`src/rtl/mux_sel_pipe_pkg.sv`:
```
// -----------------------------------------------------------------------------
// mux_sel_pipe_pkg
// Shared definitions for the pipelined N-way selector:
//   - sel_width(): select-field width for a given channel count (ceil log2,
//     never less than 1)
//   - buf_state_e: occupancy of the 2-entry output/skid buffer. The encoding
//     is {out_valid, skid_valid}, so the state register doubles as both flags.
// -----------------------------------------------------------------------------
package mux_sel_pipe_pkg;

    function automatic int sel_width(input int n);
        int w;
        for (w = 1; (1 << w) < n; w++) begin
        end
        return w;
    endfunction

    typedef enum logic [1:0] {
        ST_EMPTY = 2'b00,
        ST_ONE   = 2'b10,
        ST_TWO   = 2'b11
    } buf_state_e;

endpackage

```
`src/rtl/mux_sel_pipe_comb.sv`:
```
// -----------------------------------------------------------------------------
// mux_sel_pipe_comb
// Purely combinational N:1 selector with out-of-range detection.
// Ports:
//   in_data  [NUM_IN*WIDTH] channel k at bits [k*WIDTH +: WIDTH]
//   in_sel   [SEL_W]        channel select
//   out_data [WIDTH]        selected channel, or 0 when in_sel >= NUM_IN
//   out_err  [1]            in_sel >= NUM_IN
// -----------------------------------------------------------------------------
module mux_sel_comb
    import mux_sel_pipe_pkg::*;
#(
    parameter int WIDTH  = 32,
    parameter int NUM_IN = 4,
    parameter int SEL_W  = sel_width(NUM_IN)
) (
    input  logic [NUM_IN*WIDTH-1:0] in_data,
    input  logic [SEL_W-1:0]        in_sel,
    output logic [WIDTH-1:0]        out_data,
    output logic                    out_err
);

    // Any select that matches no channel falls through to zero data + err.
    always_comb begin
        out_data = '0;
        out_err  = 1'b1;
        for (int k = 0; k < NUM_IN; k++) begin
            if (in_sel == SEL_W'(k)) begin
                out_data = in_data[k*WIDTH +: WIDTH];
                out_err  = 1'b0;
            end
        end
    end

endmodule

```
`src/rtl/mux_sel_pipe.sv`:
```
// -----------------------------------------------------------------------------
// mux_sel_pipe
// N-way, WIDTH-bit selector with registered output, valid/ready on both sides
// and a 2-entry skid buffer so in_ready is a flop and throughput stays at one
// word per cycle. Out-of-range selects produce a zero word flagged with
// out_err and bump a saturating error counter.
// Ports:
//   clk, rst_n            clock, asynchronous active-low reset
//   in_data/in_sel        upstream word and channel select
//   in_valid/in_ready     upstream handshake (in_ready registered)
//   out_data/out_sel/out_err  selected word, its select, out-of-range flag
//   out_valid/out_ready   downstream handshake
//   err_cnt, err_clr      saturating out-of-range count, synchronous clear
// -----------------------------------------------------------------------------
module mux_sel_pipe
    import mux_sel_pipe_pkg::*;
#(
    parameter  int WIDTH  = 32,
    parameter  int NUM_IN = 4,
    parameter  int CNT_W  = 16,
    localparam int SEL_W  = sel_width(NUM_IN)
) (
    input  logic                    clk,
    input  logic                    rst_n,
    input  logic [NUM_IN*WIDTH-1:0] in_data,
    input  logic [SEL_W-1:0]        in_sel,
    input  logic                    in_valid,
    output logic                    in_ready,
    output logic [WIDTH-1:0]        out_data,
    output logic [SEL_W-1:0]        out_sel,
    output logic                    out_err,
    output logic                    out_valid,
    input  logic                    out_ready,
    output logic [CNT_W-1:0]        err_cnt,
    input  logic                    err_clr
);

    function automatic logic [CNT_W-1:0] sat_inc(input logic [CNT_W-1:0] v);
        return (&v) ? v : v + CNT_W'(1);
    endfunction

    logic [WIDTH-1:0] sel_data;
    logic             sel_err;

    mux_sel_comb #(
        .WIDTH  (WIDTH),
        .NUM_IN (NUM_IN),
        .SEL_W  (SEL_W)
    ) u_mux (
        .in_data  (in_data),
        .in_sel   (in_sel),
        .out_data (sel_data),
        .out_err  (sel_err)
    );

    buf_state_e       state_q, state_d;
    logic             in_ready_q, in_ready_d;
    logic [WIDTH-1:0] main_data_q, main_data_d;
    logic [SEL_W-1:0] main_sel_q, main_sel_d;
    logic             main_err_q, main_err_d;
    logic [WIDTH-1:0] skid_data_q, skid_data_d;
    logic [SEL_W-1:0] skid_sel_q, skid_sel_d;
    logic             skid_err_q, skid_err_d;
    logic [CNT_W-1:0] err_cnt_q, err_cnt_d;

    logic accept;
    logic pop;

    assign out_valid = (state_q != ST_EMPTY);
    assign accept    = in_valid & in_ready_q;
    assign pop       = out_valid & out_ready;

    always_comb begin
        state_d     = state_q;
        main_data_d = main_data_q;
        main_sel_d  = main_sel_q;
        main_err_d  = main_err_q;
        skid_data_d = skid_data_q;
        skid_sel_d  = skid_sel_q;
        skid_err_d  = skid_err_q;

        unique case (state_q)
            ST_EMPTY: begin
                if (accept) begin
                    main_data_d = sel_data;
                    main_sel_d  = in_sel;
                    main_err_d  = sel_err;
                    state_d     = ST_ONE;
                end
            end
            ST_ONE: begin
                if (accept && pop) begin
                    main_data_d = sel_data;
                    main_sel_d  = in_sel;
                    main_err_d  = sel_err;
                end else if (accept) begin
                    // Downstream stalled: park the new word behind the held one.
                    skid_data_d = sel_data;
                    skid_sel_d  = in_sel;
                    skid_err_d  = sel_err;
                    state_d     = ST_TWO;
                end else if (pop) begin
                    state_d = ST_EMPTY;
                end
            end
            ST_TWO: begin
                // in_ready is low here, so only a pop can move the buffer.
                if (pop) begin
                    main_data_d = skid_data_q;
                    main_sel_d  = skid_sel_q;
                    main_err_d  = skid_err_q;
                    state_d     = ST_ONE;
                end
            end
            default: state_d = ST_EMPTY;
        endcase

        // Registered ready: looks at the next occupancy, never at out_ready.
        in_ready_d = (state_d != ST_TWO);

        err_cnt_d = err_cnt_q;
        if (err_clr) begin
            err_cnt_d = '0;
        end else if (accept && sel_err) begin
            err_cnt_d = sat_inc(err_cnt_q);
        end
    end

    always_ff @(posedge clk or negedge rst_n) begin
        if (!rst_n) begin
            state_q     <= ST_EMPTY;
            in_ready_q  <= 1'b1;
            main_data_q <= '0;
            main_sel_q  <= '0;
            main_err_q  <= 1'b0;
            skid_data_q <= '0;
            skid_sel_q  <= '0;
            skid_err_q  <= 1'b0;
            err_cnt_q   <= '0;
        end else begin
            state_q     <= state_d;
            in_ready_q  <= in_ready_d;
            main_data_q <= main_data_d;
            main_sel_q  <= main_sel_d;
            main_err_q  <= main_err_d;
            skid_data_q <= skid_data_d;
            skid_sel_q  <= skid_sel_d;
            skid_err_q  <= skid_err_d;
            err_cnt_q   <= err_cnt_d;
        end
    end

    assign in_ready = in_ready_q;
    assign out_data = main_data_q;
    assign out_sel  = main_sel_q;
    assign out_err  = main_err_q;
    assign err_cnt  = err_cnt_q;

    // Upstream must hold a refused word unchanged until it is accepted.
    a_in_hold: assert property (@(posedge clk) disable iff (!rst_n)
        (in_valid && !in_ready_q) |=> (in_valid && $stable(in_data) && $stable(in_sel)));

endmodule

```
`config.mk`:
```
export PLATFORM = sky130hd
export DESIGN_NAME = mux_sel_pipe
export DESIGN_NICKNAME = d
export VERILOG_FILES = /design/src/rtl/mux_sel_pipe_pkg.sv /design/src/rtl/mux_sel_pipe_comb.sv /design/src/rtl/mux_sel_pipe.sv
export SDC_FILE = /design/constraint.sdc
export NUM_CORES = 1
export LEC_CHECK = 0
export ABC_AREA = 1
export CAP_MARGIN = 5
export CORE_MARGIN = 2
export CORE_UTILIZATION = 45
export CTS_CLUSTER_DIAMETER = 80
export DETAILED_ROUTE_END_ITERATION = 16
export PLACE_DENSITY = 0.82
export SETUP_SLACK_MARGIN = 0.1
export SKIP_CTS_REPAIR_TIMING = 1
export SKIP_LAST_GASP = 1
export SYNTH_ARGS = -nofsm -noshare
export SYNTH_HDL_FRONTEND = slang
export SYNTH_HIERARCHICAL = 1
export SYNTH_SLANG_ARGS = --single-unit
```
`constraint.sdc`:
```
create_clock -name clk -period 3.4 [get_ports clk]
set_clock_uncertainty 0.05 [all_clocks]
set_input_delay 0.34 -clock clk [delete_from_list [all_inputs] [get_ports clk]]
set_output_delay 0.34 -clock clk [all_outputs]
set_load 0.01 [all_outputs]
```
# == After elaboration in Yosys (flattened, before gate mapping) ==
# Index checks and enable logic that the tools add are counted.
# word_totals
reg_bits,89
in_bits,135
output_inout_bits,53
elab_cells,63
# classes
n_addsub,1
eq_ne,10
mux,29
bitwise_logic,3
reduce_logical,11
# ops
cell,n
$mux 32,7
$pmux 32 s3,1
$mux 16,3
$add 16x1->16 const B,1
$mux 2,8
$reduce_and 16->1,1
$pmux 2 s3,2
$ne 2x2->1 const B,5
$eq 2x2->1 const B,4
$mux 1,7
$logic_not 2->1,2
$reduce_and 4->1,1
$reduce_bool 2->1,2
$pmux 1 s3,1
$reduce_and 3->1,1
$reduce_bool 3->1,1
$and 1x1->1,2
$eq 2x1->1 const B,1
$logic_and 1x1->1,2
$reduce_and 2->1,1
$not 1->1,1

# == Logic depth before layout (Yosys ltp) ==
# Gate-level depths: netlist (run 1).
# logic_depth
word_depth,8
depth_mapped,10
ltp_nobuf,9

# == Modules after synthesis ==
# The synthesis (run 1) kept the hierarchy.
# by_module_without_submodules
mod,n_inst,cells_each,area_per_inst_um2,seq_area_each_um2
mux_sel_pipe,1,525,4262.8,2228.4
mux_sel_comb,1,188,979.7,0.0

# == Worst setup path after synthesis (run 1) ==
# OpenSTA, ideal clock, no wires.
# synth_timing
path_type,reg2reg
start,register state_q[1]
end,register skid_data_q[24]
setup_time_ns,0.132
arrival_time_ns,1.451
required_ns,3.218
slack_ns,1.767
stages_incl_launch_ff,11
n_path_buf,1
synth_period_minus_slack_ns,1.633
path_cell_list,dfrtp_1 > inv_1 > ha_1 > inv_2 > nand2_1 > nand2_1 > nor2_1 > clkinv_1 > clkbuf_1 > nand2_1 > o21ai_0
# synth_between
elab_chain_cells,5
elab_cells_between_ends,6
classes_between,eq/ne: 1; bitwise: 2; reduce/logical: 3
# synth_lines
element,line_no,rtl
"start, declared",mux_sel_pipe.sv:56,"buf_state_e state_q, state_d;"
"start signal, assigned",mux_sel_pipe.sv:141,state_q <= state_d;
$reduce_bool 2->1,mux_sel_pipe.sv:69,assign out_valid = (state_q != ST_EMPTY);
via out_valid,mux_sel_pipe.sv:32,"output logic out_valid,"
$and 1x1->1,mux_sel_pipe.sv:71,assign pop = out_valid & out_ready;
$logic_and 1x1->1,mux_sel_pipe.sv:92,if (accept && pop) begin
$not 1->1 (no source line),-,
$reduce_and 3->1 (no source line),-,
"end signal, assigned",mux_sel_pipe.sv:146,skid_data_q <= skid_data_d;
"end, declared",mux_sel_pipe.sv:61,"logic [WIDTH-1:0] skid_data_q, skid_data_d;"
# The timed path passes the listed nets, and every way through them passes these cells.
# A chain may end at the register's enable or synchronous reset.

# == Worst setup path after layout (run 1) ==
# layout_timing
start,register state_q[1]
end,"register main_data_q[15], in the netlist out_data[15]"
# layout_between
elab_chain_cells,5
elab_cells_between_ends,12
classes_between,eq/ne: 5; mux: 1; bitwise: 1; reduce/logical: 5
# layout_lines
element,line_no,rtl
$reduce_bool 2->1,mux_sel_pipe.sv:69,
$and 1x1->1,mux_sel_pipe.sv:71,
$logic_and 1x1->1,mux_sel_pipe.sv:92,
$ne 2x2->1 (no source line),-,
$reduce_and 4->1 (no source line),-,
"end signal, assigned",mux_sel_pipe.sv:143,main_data_q <= main_data_d;
"end, declared",mux_sel_pipe.sv:58,"logic [WIDTH-1:0] main_data_q, main_data_d;"
# Several ways; a longest one is shown, not always the timed one.

==> impl_metrics.tcl, run 1 <==
set metrics [dict create \
    status "finished with violations" \
    violations "hold timing" \
    avgSynthCellArea_um2 7.35 \
    crit_arrival_ns 2.56 \
    power_leakage_nw 3.17 \
    tightest_slew_ns 0.983 \
    route.met2.wl_um 7000 \
    ios 188 \
    place_area_mm2 0.00709 \
    start_util_pct 46.1 \
    path_cells "inv_1 > ha_1 > inv_2 > nand2_1 > nand2_1 > o21ai_1 > nor2_4 > buf_4 > nor2_1 > a21oi_1" \
    crit_top_cell "nand2_1" \
    worstSkewPairLatency_ns 0.33 \
    synth_top_cell_area_share_pct 42.0 \
    critPathKind "flip-flop to flip-flop" \
    netlist_instances 713 \
    slowest_stage "nor2_4" \
    max_stage_delay_ns 0.60 \
    grt_pass1_vias 5063 \
    final_util_pct 64.8 \
    cts_root_buffer "clkbuf_16" \
    path_buf_inv 3 \
    rsz0062_at_grt "no" \
    clock_path_buffers 2 \
    max_freq_ghz 0.425 \
    ys_warn_count 6 \
    slew_headroom_pct 34.4 \
    gp_congestion 0.877 \
    drv_slew 0 \
    yosys_most_used_dff "dfrtp_1" \
    finalHoldViolations 45 \
    synth_area_leaders "dfrtp_1, nand3_1, nand2_1" \
    cts_inserted_buffers 9 \
    htreeDepth 3 \
    stdcell_area_mm2 0.00737 \
    areaGrowthSynthToFinish_pct 40.5 \
    floorplan.rows 39 \
    coreArea_mm2 0.0114 \
    peakVddDrop_mv 0.932 \
    layout_min_cycle_time_ns 2.35 \
    avgViaCountPerCell 5.23 \
    crit_family "simple AND/OR/NAND/NOR gates" \
    grt_pass1_wl_um 24400 \
    drive_gt1_share_pct 6.15 \
    worst_ep_required_time_ns 3.61 \
    drt-met1-wl_um 6250 \
    drtAntennaViolNets 0 \
    final-setup-viol-count 0 \
    synth.largest_area_cell "dfrtp_1" \
    tritoncts "yes" \
    cts.sinks 89 \
    grt_max_degree 71 \
    chipWidth_um 112 \
    wirelength_um 14600 \
    cp_max_fo 36 \
    hp-class "primary input to asynchronous set/reset pin" \
    wl_met3_um 966 \
    highest_layer "met4" \
    drtIter0Drc 320 \
    hpwlAfterDp_um 10900 \
    fillCellCount 1004 \
    seq_area_mm2 0.00223 \
    start_kind "flip-flop" \
    max-cap-violations 0 \
    synth_fp_nets 854 \
    async_reset_ff_share_pct 100 \
    grt_util_all_layers_pct 23.7 \
    synthDistinctLibCells 30 \
    cp-end-kind "flip-flop" \
    powerDensity_mw_per_mm2 658 \
    nets 1014 \
    drt-pass1-iter-count 5 \
    portBuffers 187 \
    die_area_mm2 0.0125 \
    drc 0 \
    synth_area_mm2 0.00524 \
    die_h_um 112 \
    period_share_pct 69.1 \
    grt-ovfl-total 0 \
    vias 5343 \
    layout_commonest_cell "clkdlybuf4s50_1" \
    yosys_register_bits 89 \
    seq_area_frac_synth_pct 42.5 \
    antenna_found_initial 1 \
    clkTransAtPathRegs_ns 0.07 \
    holdWs_ns -0.0423 \
    tns_ns 0 \
    layout_common_cells "clkdlybuf4s50_1, nand2_1, nand3_1, nor2_1, dfrtp_1" \
    wire_per_inst_um 14.3 \
    multiInputGateArea_mm2 0.00252 \
    synth_edf_count 0 \
]
routing by layer:
metal / up-vias / GRT usage [%]
met1: 2408 / 31.6
met3: 27 / 3.43
met2: 206 / 39.3
li1: 2702 / -
met4: 0 / 9.02
met5: - / 0
cell usage after synthesis (2+ instances only):
cell and number:
clkbuf_1 16, nand2_1 118, xor2_1 6, nand4_1 38
o21ai_0 42, inv_1 54, nor2_2 2, dfrtp_1 88
ha_1 6, nand2_4 2, o21ai_2 7, inv_2 3
o21bai_1 3, nand2_2 3, nor2_4 3, nor2_1 97
buf_6 2, nand3_1 109, a21oi_1 71, o21ai_1 5
buf_4 14, buf_2 16
final timing paths:
kind / from / end / slack (ns) / depth (start not counted)
worst max-delay path: state_q[1] / out_data[15] / 1.05 / 10
worst min-delay path: rst_n / skid_data_q[19] / -0.04 / 1
worst max register to register: state_q[1] / out_data[15] / 1.05 / 10
worst min register to register: skid_data_q[14] / skid_data_q[14] / 0.43 / 2
max in group asynchronous: rst_n / in_ready / 2.55 / 2
min in group clk: in_sel[1] / skid_sel_q[1] / 0.40 / 3
layout make-up:
cell class	count	share of cell area, %
Multi-Input combinational cell	517	34.2
Sequential cell	89	30.2
Timing Repair Buffer	198	26.4
Clock buffer	9	3.06
Inverter	58	2.95
Tap cell	143	2.43
Clock inverter	7	0.713
Antenna cell	1	0.0340
logic make-up (layout without fill, tap and decap cells):
kind of cell,Yosys count,in the layout,share of synthesized area [%]
flops,89,89,42.5
other cells,1,2,0.0715
simple gates,375,375,32.4
compound gates,129,129,13.1
xor+xnor,6,6,1.00
fa+ha+maj,6,6,1.43
buf+inv,107,272,9.55
power by group:
group,internal (mW),switching (mW),total [mW]
sequential,1.51,0.247,1.75
combinational,0.985,1.18,2.16
clock,0.502,0.429,0.931
worst register-to-register path, stage by stage, from the launching register on:
cell     delay [ns]
dfrtp_1        0.44
inv_1          0.10
ha_1           0.21
inv_2          0.07
nand2_1        0.06
nand2_1        0.09
o21ai_1        0.11
nor2_4         0.60
buf_4          0.35
nor2_1         0.07
a21oi_1        0.13
flip-flops by register name (all words and copies together), names as in the netlist:
register	cells
skid_sel_q	2
skid_err_q	1
out_data	32
state_q	2
out_sel	2
err_cnt	16
skid_data_q	32
out_err	1
in_ready	1
through the flow:
stage          total power [mW]  setup slack (ns)  instances  hold slack (ns)
2_1_floorplan              3.01              1.77        713         -0.00559
3_3_place_gp               3.87              1.03       1005            0.332
3_5_place_dp               3.95             0.928       1005            0.339
4_1_cts                    4.89              1.05       1021          -0.0225
5_1_grt                    5.22             0.755       1021         0.000670
6_report                   4.85              1.05       1022          -0.0423
Note: power is estimated with default switching activity, not from simulation.
==> run 2, diff against run 1 <==
- CORE_UTILIZATION: 45 -> 41
- PLACE_DENSITY: 0.82 -> 0.79
- clock period: 3.4 -> 2.1 ns (I/O delays scaled with it)
==> impl_metrics.tcl, run 2 (same netlist as run 1, synthesis figures left out) <==
set metrics [dict create \
    crit_arrival_ns 1.64 \
    chipWidth_um 117 \
    cts_inserted_buffers 9 \
    drv_slew 0 \
    status "finished clean" \
    peakVddDrop_mv 0.553 \
    start_util_pct 41.7 \
    grt_pass1_wl_um 24000 \
    rsz0062_at_grt "yes" \
    cts_root_buffer "clkbuf_16" \
    worst_ep_required_time_ns 1.84 \
    die_area_mm2 0.0137 \
    floorplan.rows 41 \
    grt_pass1_vias 4953 \
    drtAntennaViolNets 0 \
    wire_per_inst_um 14.3 \
    htreeDepth 3 \
    grt_max_degree 71 \
    crit_path_end "out_valid" \
    holdWs_ns 0.215 \
    cp_max_fo 6 \
    wirelength_um 15100 \
    crit_start "state_q[1]" \
    period_share_pct 90.2 \
    clock_path_buffers 2 \
    gp_congestion 0.883 \
    drt-pass1-iter-count 5 \
    max_freq_ghz 0.528 \
    drive_gt1_share_pct 6.58 \
    layout_min_cycle_time_ns 1.90 \
    grt-ovfl-total 0 \
    slew_headroom_pct 59.8 \
    antenna_found_initial 0 \
    r2r_cells 10 \
    grt_util_all_layers_pct 22.3 \
    critPathKind "flip-flop to output pin" \
    timing.reg2reg.setup_slack_ns 0.25 \
    ios 188 \
    die_h_um 117 \
    tns_ns 0 \
    avgViaCountPerCell 5.06 \
    portBuffers 187 \
    worstSkewPairLatency_ns 0.34 \
    antenna_cells 0 \
    layout_common_cells "clkdlybuf4s50_1, nand2_1, nand3_1, nor2_1, dfrtp_1" \
    coreArea_mm2 0.0126 \
    start_kind "flip-flop" \
    r2r-end "out_data[14]" \
    cts.sinks 89 \
    fillCellCount 1133 \
    drtIter0Drc 346 \
    finalHoldViolations 0 \
    min_path_cells 3 \
    clkTransAtPathRegs_ns 0.07 \
    tightest_slew_ns 0.602 \
    vias 5328 \
    drc 0 \
    powerDensity_mw_per_mm2 1120 \
    final-setup-viol-count 0 \
    power_leakage_nw 3.24 \
    layout_commonest_cell "clkdlybuf4s50_1" \
    max-cap-violations 0 \
    nets 1018 \
    cp-end-kind "output pin" \
    reg2reg_from "state_q[1]" \
    hpwlAfterDp_um 10700 \
    hp-class "primary input to flip-flop" \
    tritoncts "yes" \
    areaGrowthSynthToFinish_pct 44.9 \
]
-- run 2: worst max-delay path, cell delays in order (launching register included) --
cell and delay [ns]:
dfrtp_2 0.42, inv_1 0.07, ha_1 0.21, inv_2 0.07, clkdlybuf4s50_1 0.53
-- run 2: power breakdown --
group          leakage [nW]  internal [mW]  switching (mW)
combinational          1.99           1.84            2.08
sequential             1.09           2.44           0.405
clock                 0.155           1.08           0.671
total                  3.24           5.36            3.15
-- run 2: final cells by class --
type	instances	area (um^2)	area share, %
repair buffers	202	2080	27.4
multi-input cells	517	2520	33.2
flip-flops and latches	89	2230	29.3
well taps	172	215	2.83
clock buffers	10	239	3.15
clock inverters	6	88.8	1.17
inverters	58	218	2.87
-- run 2: routing by layer --
metal	vias to the layer above	part of all wire, %	track usage (%)
met2	198	47	37.4
met5	-	0	0
met1	2389	44	28.4
met4	0	2.9	8.78
met3	28	6.1	4.43
li1	2713	-	-
-- run 2: worst min-delay path by stage --
stage | end | start
4_1_cts | skid_data_q[18] | rst_n
5_1_grt | skid_sel_q[0] | in_sel[0]
6_report | skid_sel_q[0] | in_sel[0]
2_1_floorplan | err_cnt[0] | rst_n
3_5_place_dp | skid_data_q[18] | rst_n
3_3_place_gp | out_data[18] | rst_n
-- run 2: per-stage QoR --
step | total power, mW | instances | cell area (um^2) | utilization, % | setup WS [ns]
after floorplan | 4.87 | 713 | 5240 | - | 0.467
after global placement | 6.37 | 1034 | 7200 | 57.3 | 0.353
after detailed placement | 6.51 | 1034 | 7200 | 57.3 | 0.272
after CTS | 8.28 | 1050 | 7530 | 59.9 | 0.140
after global routing | 9.17 | 1054 | 7600 | 60.5 | 0.0779
final | 8.51 | 1054 | 7600 | 60.5 | 0.205
==> run 3, diff against run 2 <==
- CAP_MARGIN: 5 -> 20
==> results of run 3 <==
No change in the layout: final DEF, timing and power equal those of run 2.
